**src/rtl/rr_mux_sel_arbiter.sv**
```systemverilog
// rr_mux_sel_arbiter
// Round-robin requester/sequencer sitting in front of a 4:1 mux (mux4to1_ip).
// Four channels request the shared mux. The winner's index drives `sel`, is
// held for SETTLE_CYCLES so the mux output can settle, and then `mux_f` is
// captured. The captured data and its channel index are offered downstream
// through a valid/ready handshake.
//
// Optional build macro: RR_ARB_XFER_CNT_EN
//   When defined, an 8-bit wrapping counter of completed handshakes is
//   exported on port xfer_cnt.
//
// state   | meaning
// --------+-----------------------------------------------------------------
// IDLE    | no transfer in flight; arbitrate whenever any req is set
// SETTLE  | sel/grant held while the mux output settles (counter runs down)
// SAMPLE  | capture mux_f into out_data on this edge, raise out_valid
// OUTPUT  | out_valid held until out_ready; re-arbitrate on the handshake edge

module rr_mux_sel_arbiter #(
    parameter int WIDTH         = 3,
    parameter int SETTLE_CYCLES = 1
) (
    input  logic             clk,
    input  logic             rst,
    input  logic [3:0]       req,
    input  logic [WIDTH-1:0] mux_f,
    output logic [1:0]       sel,
    output logic [3:0]       grant,
    output logic [WIDTH-1:0] out_data,
    output logic [1:0]       out_ch,
    output logic             out_valid,
    input  logic             out_ready
`ifdef RR_ARB_XFER_CNT_EN
    ,
    output logic [7:0]       xfer_cnt
`endif
);

    localparam logic [1:0] IDLE   = 2'd0;
    localparam logic [1:0] SETTLE = 2'd1;
    localparam logic [1:0] SAMPLE = 2'd2;
    localparam logic [1:0] OUTPUT = 2'd3;

    localparam logic [2:0] SETTLE_LOAD = 3'(SETTLE_CYCLES - 1);

    logic [1:0] state;
    logic [1:0] last;
    logic [2:0] settle_cnt;

    logic [1:0] scan_base;
    logic [1:0] scan_idx;
    logic [1:0] pick;
    logic       found;
    logic       handshake;

    assign handshake = out_valid && out_ready;

    // Round-robin pick. On the handshake edge `last` is being overwritten
    // with out_ch, so scan from out_ch directly to arbitrate in the same edge.
    always_comb begin
        scan_base = (state == OUTPUT) ? out_ch : last;
        scan_idx  = 2'd0;
        pick      = 2'd0;
        found     = 1'b0;
        for (int k = 1; k <= 4; k++) begin
            scan_idx = scan_base + 2'(k);
            if (!found && req[scan_idx]) begin
                found = 1'b1;
                pick  = scan_idx;
            end
        end
    end

    // Sequencer FSM with grant/select, settle timer and output registers.
    always_ff @(posedge clk or posedge rst) begin
        if (rst) begin
            state      <= IDLE;
            last       <= 2'd3;
            settle_cnt <= 3'd0;
            sel        <= 2'd0;
            grant      <= 4'd0;
            out_data   <= '0;
            out_ch     <= 2'd0;
            out_valid  <= 1'b0;
        end else begin
            case (state)
                IDLE: begin
                    if (found) begin
                        sel        <= pick;
                        grant      <= 4'b0001 << pick;
                        settle_cnt <= SETTLE_LOAD;
                        state      <= SETTLE;
                    end
                end
                SETTLE: begin
                    if (settle_cnt == 3'd0) begin
                        state <= SAMPLE;
                    end else begin
                        settle_cnt <= settle_cnt - 3'd1;
                    end
                end
                SAMPLE: begin
                    out_data  <= mux_f;
                    out_ch    <= sel;
                    out_valid <= 1'b1;
                    grant     <= 4'd0;
                    state     <= OUTPUT;
                end
                OUTPUT: begin
                    if (handshake) begin
                        out_valid <= 1'b0;
                        last      <= out_ch;
                        if (found) begin
                            sel        <= pick;
                            grant      <= 4'b0001 << pick;
                            settle_cnt <= SETTLE_LOAD;
                            state      <= SETTLE;
                        end else begin
                            state <= IDLE;
                        end
                    end
                end
                default: state <= IDLE;
            endcase
        end
    end

`ifdef RR_ARB_XFER_CNT_EN
    // Completed-handshake counter, wraps naturally at 8 bits.
    always_ff @(posedge clk or posedge rst) begin
        if (rst) begin
            xfer_cnt <= 8'd0;
        end else if (handshake) begin
            xfer_cnt <= xfer_cnt + 8'd1;
        end
    end
`endif

endmodule
```
**config.mk**
```make
export PLATFORM = sky130hd
export DESIGN_NAME = rr_mux_sel_arbiter
export DESIGN_NICKNAME = d
export VERILOG_FILES = /design/src/rtl/rr_mux_sel_arbiter.sv
export SDC_FILE = /design/constraint.sdc
export NUM_CORES = 1
export LEC_CHECK = 0
export CAP_MARGIN = 5
export CORE_ASPECT_RATIO = 1.75
export CORE_MARGIN = 2
export CORE_UTILIZATION = 46
export DETAILED_ROUTE_END_ITERATION = 7
export PLACE_DENSITY = 0.75
export SLEW_MARGIN = 20
export SYNTH_ARGS = -nofsm -noshare
export SYNTH_HDL_FRONTEND = slang
export SYNTH_SLANG_ARGS = --single-unit
```
**constraint.sdc**
```tcl
create_clock -name clk -period 1.7 [get_ports clk]
set_input_delay 0.34 -clock clk [delete_from_list [all_inputs] [get_ports clk]]
set_output_delay 0.34 -clock clk [all_outputs]
set_load 0.1 [all_outputs]
```
==> results.json <==
{
  "outcome": "complete, but fails checks",
  "violations": "setup timing",
  "synth_cell_types": 39,
  "met1_usage_pct": 22.1,
  "die_w_um": 41.8,
  "place.gp.congestion": 0.880,
  "die_area_um2": 2940,
  "via_per_inst": 5.64,
  "synth_area_um2": 1150,
  "dp_slack_ps": -171,
  "worst_pin_slew_ps": 374,
  "hold_viol": 0,
  "cts_tree": "built",
  "fmax_mhz": 578,
  "drive_above_1_share_pct": 38.3,
  "ant_nets": 0,
  "finalCriticalPeriod_ps": 1730,
  "drc": 0,
  "synth_edf_count": 0,
  "worst_setup_path_end_kind": "flip-flop",
  "grt_usage_pct": 21.2,
  "syn_to_final_growth_pct": 50.9,
  "maxCapViolations": 0,
  "synth_warnings": 0,
  "arrival_ps": 1910,
  "finClkSkew_ps": 5.89,
  "synth_top_area_share_pct": 36.9,
  "synth_nets": 128,
  "r2r_end": "grant[1]$_DFFE_PP0P_",
  "clock-sinks": 19,
  "drt-total-wl_mm": 2.78,
  "setup.worst_path.start_class": "flip-flop",
  "htree_num_levels": 1,
  "cp_data_required_time_ps": 1880,
  "num_rows": 24,
  "grt.busiest_layer": "met2",
  "crit_type": "reg -> reg",
  "overflow": 0,
  "worstRegToRegCells": 5,
  "grt_pass1_vias": 1112,
  "ys_seq_area_share_pct": 41.5,
  "maxSlewViolCount": 0,
  "period_share_pct": 102,
  "yosysTopAreaCell": "dfrtp_1",
  "initial_core_util_pct": 47.4,
  "cp-endpoint": "grant[1]$_DFFE_PP0P_",
  "synth-seq-cells": 19,
  "vias": 1015,
  "cts_buffer_depth": 2,
  "ys_top_cells_by_count": "dfrtp_1, inv_1, mux2_2, nor2_1",
  "portBuffers": 21,
  "layout_setup_ws_ps": -29.9,
  "die_height_um": 70.2,
  "reg2reg_slack_ps": -30,
  "post-synth-top-count-cell": "dfrtp_1",
  "hold_class": "in -> async",
  "grt_pass1_wl_mm": 4.88,
  "worstReg2RegStart": "state[1]$_DFFE_PP0P_",
  "clk-insertion-delay-late_ps": 260,
  "num-nets-final": 172,
  "diodes": 0,
  "use_met2_pct": 41.3,
  "drt_iter0_drc": 24,
  "core_um2": 2430,
  "cp-startpoint": "state[1]$_DFFE_PP0P_",
  "grt_max_degree": 11,
  "rsz0062_at_grt": "true",
  "synthArstFlopShare_pct": 100,
  "dr.pass1.iters": 4,
  "clkTransAtPathRegs_ps": 70,
  "hpwl_mm": 2.21,
  "setup_viol": 2,
  "post_drt_wl_per_cell_um": 15.4,
  "synthFlopType": "dfrtp_1",
  "syn_avg_cell_area_um2": 10.4,
  "antenna_found_initial": 0,
  "root_buffer": "clkbuf_8",
  "numCtsBuffers": 3,
  "ys_top_cells_by_area": "dfrtp_1, mux2_2, ha_1, dfstp_2, a2bb2oi_1",
  "synth_cells": 111,
  "ios": 22,
  "hold_buffers": 0,
  "use_met3_pct": 1.81,
  "cp_max_fo": 7,
  "relSlewSlack_pct": 74.9
}
==> what timing repair did <==
| action | in CTS | in global routing |
|---|---|---|
| resized for setup | 2 | 7 |
| pin swaps | 1 | 3 |
| setup buffers | 0 | 1 |
| setup endpoints to repair | 2 | 6 |
==> sequential cells by signal (all words and copies together) (netlist names) <==
signal and count:
last 2, state 2, settle_cnt 3, grant 4, out_data 3, out_ch 2, out_valid 1, sel 2
==> how the worst min path moves through the flow <==
stage,start,to,slack (ps),cells past startpoint
6_report,rst,sel[1]$_DFFE_PP0P_,350,2
3_5_place_dp,settle_cnt[1]$_DFFE_PP0P_,settle_cnt[1]$_DFFE_PP0P_,510,1
4_1_cts,rst,out_data[2]$_DFFE_PP0P_,360,2
2_1_floorplan,rst,grant[0]$_DFFE_PP0P_,290,1
5_1_grt,rst,out_data[2]$_DFFE_PP0P_,420,2
3_3_place_gp,settle_cnt[1]$_DFFE_PP0P_,settle_cnt[1]$_DFFE_PP0P_,490,1
==> metrics by stage <==
| stage | std cells | cell area, µm² | util, % | hold slack [ps] | TNS (ps) |
|---|---|---|---|---|---|
| 3_5_place_dp | 175 | 1640 | 67.5 | 514 | -1140 |
| 3_3_place_gp | 175 | 1640 | 67.5 | 487 | -746 |
| 4_1_cts | 179 | 1690 | 69.6 | 358 | -8.23 |
| 6_report | 180 | 1740 | 71.5 | 351 | -53.1 |
| 2_1_floorplan | 111 | 1160 | - | 289 | 0 |
| 5_1_grt | 180 | 1740 | 71.5 | 417 | -498 |
==> logic make-up after synthesis <==
| family | after synthesis | synth area share (%) |
|---|---|---|
| flops | 19 | 41.5 |
| compound gates | 27 | 17.4 |
| simple gates | 36 | 18.4 |
| mux | 10 | 9.56 |
| buf+inv | 11 | 4.89 |
| fa+ha+maj | 7 | 7.60 |
| xor+xnor | 1 | 0.760 |
==> cells in the final DEF, fill, tap and decap left out, types with 3 or more instances in the layout <==
master,synthesis,layout
o21ai_0,7,6
clkbuf_8,0,3
clkdlybuf4s50_1,0,9
dfrtp_2,0,4
dfrtp_1,17,13
ha_1,7,4
buf_12,0,12
inv_1,9,9
buf_4,0,20
or4_1,3,3
mux2_2,8,8
a2bb2oi_1,4,4
nand3_1,3,3
nor2_1,8,8
nand2_1,7,7
o21ai_1,2,3
==> critical path, stage by stage, from the launching register on <==
cell and delay (ps):
dfrtp_2 450, ha_4 190, a21boi_4 160, or4_1 480, a31o_1 230, o21ai_1 130
==> layout make-up <==
type,count,area (µm²)
fill,163,693
multi-input combinational,81,664
sequential,19,483
timing repair buffer,41,480
clock buffer,4,45.0
inverter,9,33.8
tap,26,32.5
==> metal layers <==
layer / up-vias / part of all wire, % / wire length [µm]
met4: 0 / 2.4 / 68
met2: 32 / 58 / 1600
met3: 9 / 3.4 / 95
li1: 493 / - / -
met1: 481 / 36 / 1010
met5: - / 0 / 0
Power is not shown: default switching activity piles up to over one toggle a cycle in this logic, so the estimate is an artifact.
